--- src/rtl/wb_write_arb_if.sv ---
// Register-file write-back bus: pipeline write, long-latency valid/ready result, and the registered RF write port.
interface wb_write_arb_if #(
  parameter int DATA_W = 32,
  parameter int ADDR_W = 5
);
  logic              pipe_we;
  logic [ADDR_W-1:0] pipe_waddr;
  logic [DATA_W-1:0] pipe_wdata;
  logic              lu_valid;
  logic              lu_ready;
  logic [ADDR_W-1:0] lu_waddr;
  logic [DATA_W-1:0] lu_wdata;
  logic              rf_we;
  logic [ADDR_W-1:0] rf_waddr;
  logic [DATA_W-1:0] rf_wdata;

  modport master (
    output pipe_we, pipe_waddr, pipe_wdata, lu_valid, lu_waddr, lu_wdata,
    input  lu_ready, rf_we, rf_waddr, rf_wdata
  );

  modport slave (
    input  pipe_we, pipe_waddr, pipe_wdata, lu_valid, lu_waddr, lu_wdata,
    output lu_ready, rf_we, rf_waddr, rf_wdata
  );
endinterface

--- src/rtl/wb_write_arb.sv ---
// Write-back arbiter: pipeline writes win, long-latency results drain through a small FIFO with squash-on-overwrite.
// Optional WB_STATS_EN adds saturating deferral/squash counters; otherwise stat outputs are tied to 0.
module wb_write_arb #(
  parameter int DATA_W = 32,
  parameter int ADDR_W = 5,
  parameter int DEPTH  = 2
) (
  input  logic                    clk,
  input  logic                    rst,
  wb_write_arb_if.slave           bus,
  output logic [2**ADDR_W-1:0]    pend_mask,
  output logic [$clog2(DEPTH):0]  q_count,
  output logic [15:0]             stat_defer,
  output logic [15:0]             stat_squash
);
  localparam int PTR_W = $clog2(DEPTH);

  logic [ADDR_W-1:0] mem_addr [DEPTH];
  logic [DATA_W-1:0] mem_data [DEPTH];
  logic [DEPTH-1:0]  live, live_nxt, kill;
  logic [PTR_W-1:0]  rd_ptr, wr_ptr;
  logic [PTR_W:0]    count;

  logic sel_pipe, empty, accept, pop, direct, lu_kill, push;

  assign bus.lu_ready = !rst && (count != (PTR_W+1)'(DEPTH));
  assign q_count      = count;

  always_comb begin
    sel_pipe = bus.pipe_we && (bus.pipe_waddr != '0);
    empty    = (count == '0);
    accept   = bus.lu_valid && bus.lu_ready;
    pop      = !sel_pipe && !empty;
    direct   = !sel_pipe && empty && accept;
    // A concurrent pipe write to the same register is newer, so the lu result is dropped
    lu_kill  = accept && sel_pipe && (bus.lu_waddr == bus.pipe_waddr);
    push     = accept && !direct && (bus.lu_waddr != '0) && !lu_kill;
    for (int i = 0; i < DEPTH; i++) begin
      kill[i] = sel_pipe && live[i] && (mem_addr[i] == bus.pipe_waddr);
    end
    live_nxt = live & ~kill;
    if (pop)  live_nxt[rd_ptr] = 1'b0;
    if (push) live_nxt[wr_ptr] = 1'b1;
  end

  always_comb begin
    pend_mask = '0;
    for (int i = 0; i < DEPTH; i++) begin
      if (live[i]) pend_mask[mem_addr[i]] = 1'b1;
    end
  end

  always_ff @(posedge clk) begin
    if (rst) begin
      rd_ptr <= '0;
      wr_ptr <= '0;
      count  <= '0;
      live   <= '0;
    end else begin
      live   <= live_nxt;
      count  <= count + (PTR_W+1)'(push) - (PTR_W+1)'(pop);
      if (pop)  rd_ptr <= rd_ptr + 1'b1;
      if (push) wr_ptr <= wr_ptr + 1'b1;
    end
  end

  always_ff @(posedge clk) begin
    if (push) begin
      mem_addr[wr_ptr] <= bus.lu_waddr;
      mem_data[wr_ptr] <= bus.lu_wdata;
    end
  end

  always_ff @(posedge clk) begin
    if (rst) begin
      bus.rf_we    <= 1'b0;
      bus.rf_waddr <= '0;
      bus.rf_wdata <= '0;
    end else if (sel_pipe) begin
      bus.rf_we    <= 1'b1;
      bus.rf_waddr <= bus.pipe_waddr;
      bus.rf_wdata <= bus.pipe_wdata;
    end else if (pop) begin
      // Dead entries still cost a slot but never reach the register file
      bus.rf_we <= live[rd_ptr];
      if (live[rd_ptr]) begin
        bus.rf_waddr <= mem_addr[rd_ptr];
        bus.rf_wdata <= mem_data[rd_ptr];
      end
    end else if (direct && (bus.lu_waddr != '0)) begin
      bus.rf_we    <= 1'b1;
      bus.rf_waddr <= bus.lu_waddr;
      bus.rf_wdata <= bus.lu_wdata;
    end else begin
      bus.rf_we <= 1'b0;
    end
  end

`ifdef WB_STATS_EN
  logic squash_evt;
  assign squash_evt = lu_kill || (|kill);

  always_ff @(posedge clk) begin
    if (rst) begin
      stat_defer  <= '0;
      stat_squash <= '0;
    end else begin
      if (push && (stat_defer != 16'hFFFF))        stat_defer  <= stat_defer + 16'd1;
      if (squash_evt && (stat_squash != 16'hFFFF)) stat_squash <= stat_squash + 16'd1;
    end
  end
`else
  assign stat_defer  = '0;
  assign stat_squash = '0;
`endif
endmodule

--- src/flat_wrapper.sv ---
// flat-port wrapper written by rule: the top's interface ports become plain ports
module wb_write_arb_flat 
#(
  parameter int DATA_W = 32,
  parameter int ADDR_W = 5,
  parameter int DEPTH  = 2
)
  (clk, rst, pend_mask, q_count, stat_defer, stat_squash, bus_pipe_we, bus_pipe_waddr, bus_pipe_wdata, bus_lu_valid, bus_lu_waddr, bus_lu_wdata, bus_lu_ready, bus_rf_we, bus_rf_waddr, bus_rf_wdata);
  wb_write_arb_if #(.DATA_W(DATA_W), .ADDR_W(ADDR_W)) bus_i ();
  input  logic clk;
  input  logic rst;
  output logic [2**ADDR_W-1:0] pend_mask;
  output logic [$clog2(DEPTH):0] q_count;
  output logic [15:0] stat_defer;
  output logic [15:0] stat_squash;
  input wire logic [$bits(bus_i.pipe_we)-1:0] bus_pipe_we;
  input wire logic [$bits(bus_i.pipe_waddr)-1:0] bus_pipe_waddr;
  input wire logic [$bits(bus_i.pipe_wdata)-1:0] bus_pipe_wdata;
  input wire logic [$bits(bus_i.lu_valid)-1:0] bus_lu_valid;
  input wire logic [$bits(bus_i.lu_waddr)-1:0] bus_lu_waddr;
  input wire logic [$bits(bus_i.lu_wdata)-1:0] bus_lu_wdata;
  output wire logic [$bits(bus_i.lu_ready)-1:0] bus_lu_ready;
  output wire logic [$bits(bus_i.rf_we)-1:0] bus_rf_we;
  output wire logic [$bits(bus_i.rf_waddr)-1:0] bus_rf_waddr;
  output wire logic [$bits(bus_i.rf_wdata)-1:0] bus_rf_wdata;
  assign bus_i.pipe_we = bus_pipe_we;
  assign bus_i.pipe_waddr = bus_pipe_waddr;
  assign bus_i.pipe_wdata = bus_pipe_wdata;
  assign bus_i.lu_valid = bus_lu_valid;
  assign bus_i.lu_waddr = bus_lu_waddr;
  assign bus_i.lu_wdata = bus_lu_wdata;
  assign bus_lu_ready = bus_i.lu_ready;
  assign bus_rf_we = bus_i.rf_we;
  assign bus_rf_waddr = bus_i.rf_waddr;
  assign bus_rf_wdata = bus_i.rf_wdata;
  wb_write_arb #(.DATA_W(DATA_W), .ADDR_W(ADDR_W), .DEPTH(DEPTH)) u_core (.clk(clk), .rst(rst), .bus(bus_i), .pend_mask(pend_mask), .q_count(q_count), .stat_defer(stat_defer), .stat_squash(stat_squash));
endmodule
--- config.mk ---
export PLATFORM = sky130hd
export DESIGN_NAME = wb_write_arb_flat
export DESIGN_NICKNAME = d
export VERILOG_FILES = /design/src/rtl/wb_write_arb_if.sv /design/src/rtl/wb_write_arb.sv /design/src/flat_wrapper.sv
export SDC_FILE = /design/constraint.sdc
export NUM_CORES = 1
export LEC_CHECK = 0
export CAP_MARGIN = 20
export CELL_PAD_IN_SITES_DETAIL_PLACEMENT = 1
export CELL_PAD_IN_SITES_GLOBAL_PLACEMENT = 1
export CORE_UTILIZATION = 36
export CTS_CLUSTER_DIAMETER = 150
export DETAILED_ROUTE_END_ITERATION = 10
export PLACE_DENSITY = 0.91
export RECOVER_POWER = 50
export REMOVE_ABC_BUFFERS = 1
export SLEW_MARGIN = 20
export SYNTH_ARGS = -nofsm -noshare
export SYNTH_HDL_FRONTEND = slang
export SYNTH_SLANG_ARGS = --single-unit
--- constraint.sdc ---
create_clock -name clk -period 3.7 [get_ports clk]
set_input_delay 0.37 -clock clk [delete_from_list [all_inputs] [get_ports clk]]
set_output_delay 0.37 -clock clk [all_outputs]
set_load 0.02 [all_outputs]
==> key figures <==
CTS
  – Clock root buffer: clkbuf_16
  – Number of buffers created by CTS: 17
  – Clk buf depth: 2
  – CTS tree: yes
  – Hold buffer count at cts: 0
  – Post-CTS sizing: 0
  – Setup Fix Bufs, Post-CTS: 0
  – CTS Sinks: 119
  – Clock-pin slew on the worst setup and hold paths: 0.05 ns
  – Clk_lat worst skew: 0.42 ns
  – H-tree levels: 4

Floorplanning
  – Die area: 16600 sq um
  – Core footprint: 15400 sq um
  – Initial core utilization: 37.5%
  – Top Ports: 183
  – Width of the die: 129 um
  – Cell row count: 45
  – DIE HEIGHT: 129 um

Timing
  – Setup TNS: 0 ns
  – Final setup viols: 0
  – Post-route minimum period: 3.02 ns
  – Max Clock Freq: 331 MHz
  – WHS: 0.469 ns
  – Post-route setup slack: 0.675 ns
  – Clk_skew: 0.00953 ns
  – Max-slew headroom: 28.0%
  – Final Cycle Share: 81.8%
  – Worst-margin pin slew: 1.08 ns
  – Slew Viols, Final: 0
  – RSZ-0062 raised after global routing: false
  – Final hold violation count: 0

Critical path
  – Path depth of the worst reg2reg path: 5
  – Crit path DAT: 3.06 ns
  – CP max stage cell: clkbuf_1
  – CP Class: in -> reg
  – Launch point of the worst reg-to-reg path: u_core.q_count[1]
  – CP bufs+invs: 2
  – Crit-path leading delay family: buffers and inverters
  – R2R Setup Slk: 0.91 ns
  – Worst Path Required: 3.73 ns
  – R2R Path End: u_core.mem_data[0][19]
  – Worst Setup End Kind: register
  – Cell chain of the critical path: dlygate4sd3_1 > or3_1 > o31a_1 > o2111ai_1 > nor3_4 > clkbuf_1
  – Critical Path Fanout Max: 18
  – Crit path largest cell delay: 0.82 ns
  – Crit start category: input pin

Global route
  – Antenna violations before repair: 1
  – Global route overflow: 0
  – First-pass GRT wire length: 26.0 mm
  – Pin count of the biggest net entering global routing: 42
  – Vias in the first global route: 4908
  – Total GRT Usage: 20.9%

Power
  – Maximum vdd drop: 0.325 mV
  – Total chip power: 4.76 mW
  – Leakage: 2.72 nW
  – Pwr dens: 605 nW/um^2

Finish
  – Nets: 753
  – Layout cells sized above 1: 9.18%
  – Ant diodes: 0
  – Fillers: 1692
  – P&R area growth vs syn: 35.9%

Place
  – I/O Buffers: 150
  – Placement Setup Slack: 0.700 ns
  – HPWL Detailed: 11.8 mm
  – Gpl congestion: 0.862

Yosys
  – Mux cell area share after synthesis: 6.40%
  – Largest cells by area after synthesis: edfxtp_1 (38%), dfxtp_1 (16%), mux2i_1 (6.4%)
  – Netlist cell types: 46
  – Simple-gate share of the synthesized area: 10.5%
  – Share of the synthesized area in the top cell type: 38.4%
  – Most frequent cells after synthesis: edfxtp_1 (74), o21ai_0 (69), nor2_1 (50), dfxtp_1 (45), nand2_1 (41)
  – Post-synth top area cell: edfxtp_1
  – Largest family of logic cells by synthesized area: compound AO/OA/AOI/OAI gates
  – Mapped Area: 5790 sq um
  – Syn_area_per_cell: 10.8 sq um
  – Number of synthesized register bits: 119
  – Post-synthesis adder-cell area fraction: 0.432%
  – Post-synthesis xor/xnor area fraction: 2.72%
  – Count of flip-flops with a built-in enable after synthesis: 74
  – Synth Area in Compound Gates: 18.1%
  – Seq/Total Area, Yosys: 53.9%
  – Yosys warnings: 0
  – Top FF cell, synth: edfxtp_1
  – Most frequent cell after synthesis: edfxtp_1
  – Ys async rst share: 0%
  – Post-Syn Instances: 534

Routing
  – Wire per inst: 18.8 um
  – Vias: 4645
  – Via density: 5.18
  – Post-DRT Antenna Nets: 0
  – Drt first pass iters: 4
  – Final WL: 16.9 mm
  – DRT iter0 DRCs: 231
  – DRC Markers: 0

Hold path
  – Worst min path class: reg -> reg
  – WHS Path Cells: 1
  – Hold EP: u_core.bus.rf_waddr[4]
  – Hold Crit Start: u_core.bus.rf_waddr[4]

Flow run
  – Max Cap Violations: 0

Status
  – Status: finished clean
layout by cell type, fill, tap and decap left out, types with 2 or more instances in the layout:
cell / synthesis / routed
inv_1: 3 / 2
a211oi_1: 27 / 27
nand2_1: 41 / 41
nor2_1: 50 / 50
edfxtp_1: 74 / 74
nand3b_1: 10 / 10
clkdlybuf4s50_1: 0 / 71
clkbuf_1: 22 / 4
o22ai_1: 32 / 32
ha_1: 2 / 2
buf_12: 0 / 2
or3_1: 2 / 3
mux2i_1: 37 / 37
dlygate4sd3_1: 0 / 79
dfxtp_1: 45 / 44
clkbuf_8: 0 / 3
conb_1: 1 / 32
or3b_2: 4 / 4
o21ai_0: 69 / 69
buf_4: 37 / 7
nand3_1: 7 / 7
xor2_1: 8 / 8
clkinv_2: 0 / 6
a211oi_2: 12 / 12
a21oi_1: 4 / 4
nor3_1: 4 / 4
xnor2_1: 10 / 10
clkbuf_16: 0 / 18
cell type report:
type | count | area (sq um) | area share [%]
Sequential cell | 119 | 3120 | 39.7
Multi-Input combinational cell | 372 | 2320 | 29.5
Clock inverter | 8 | 46.3 | 0.589
Inverter | 3 | 11.3 | 0.143
Timing Repair Buffer | 160 | 1600 | 20.3
Clock buffer | 24 | 503 | 6.39
Tap cell | 211 | 264 | 3.36
where the power goes:
group          switching [mW]  internal, mW  leakage [nW]
registers               0.137          1.59          1.05
clock network           0.575         0.941         0.275
logic                   0.947         0.562          1.40
worst max path at each step:
stage | slack (ns) | start | depth (start not counted) | to
after CTS | 0.92 | u_core.mem_addr[1][4] | 3 | pend_mask[6]
after detailed placement | 0.70 | bus_pipe_waddr[4] | 9 | u_core.q_count[1]
after global placement | 0.80 | bus_pipe_waddr[4] | 10 | u_core.q_count[1]
after global routing | 0.57 | bus_pipe_waddr[4] | 6 | u_core.mem_data[0][6]
final | 0.68 | bus_pipe_waddr[4] | 6 | u_core.mem_data[0][19]
after floorplan | 0.06 | bus_pipe_waddr[4] | 4 | u_core.mem_addr[1][0]
sequential cells by signal, indices dropped and copies added (netlist names), named ones only:
signal	count
u_core.q_count	2
u_core.bus.rf_we	1
u_core.bus.rf_waddr	5
u_core.live	2
u_core.wr_ptr	1
u_core.mem_addr	10
u_core.rd_ptr	1
u_core.mem_data	64
u_core.bus.rf_wdata	32
kinds of logic (layout without fill, tap and decap cells):
kind of cell	Yosys count	after routing
multiplexers	37	37
adder cells (fa/ha/maj)	2	2
flip-flops	119	119
XOR/XNOR	18	18
AND/OR/NAND/NOR	128	128
AO/OA/AOI/OAI	155	155
buffers and inverters	74	195
other	1	32
routing by layer:
metal	share of wire (%)	routed length (um)	up-vias	global-route usage, %
li1	-	-	2190	-
met3	5.0	848	22	5.53
met1	41	6940	2284	22.8
met4	1.3	219	2	6.57
met5	0.047	8	-	0
met2	53	8890	147	39.2
per-stage QoR:
stage	cell area [sq um]	instances	utilization, %
2_1_floorplan	5460	494	-
3_3_place_gp	7340	865	47.6
3_5_place_dp	7340	865	47.6
4_1_cts	7890	897	51.2
5_1_grt	7870	897	51.0
6_report	7870	897	51.0
Power figures use the tool's default switching activity.
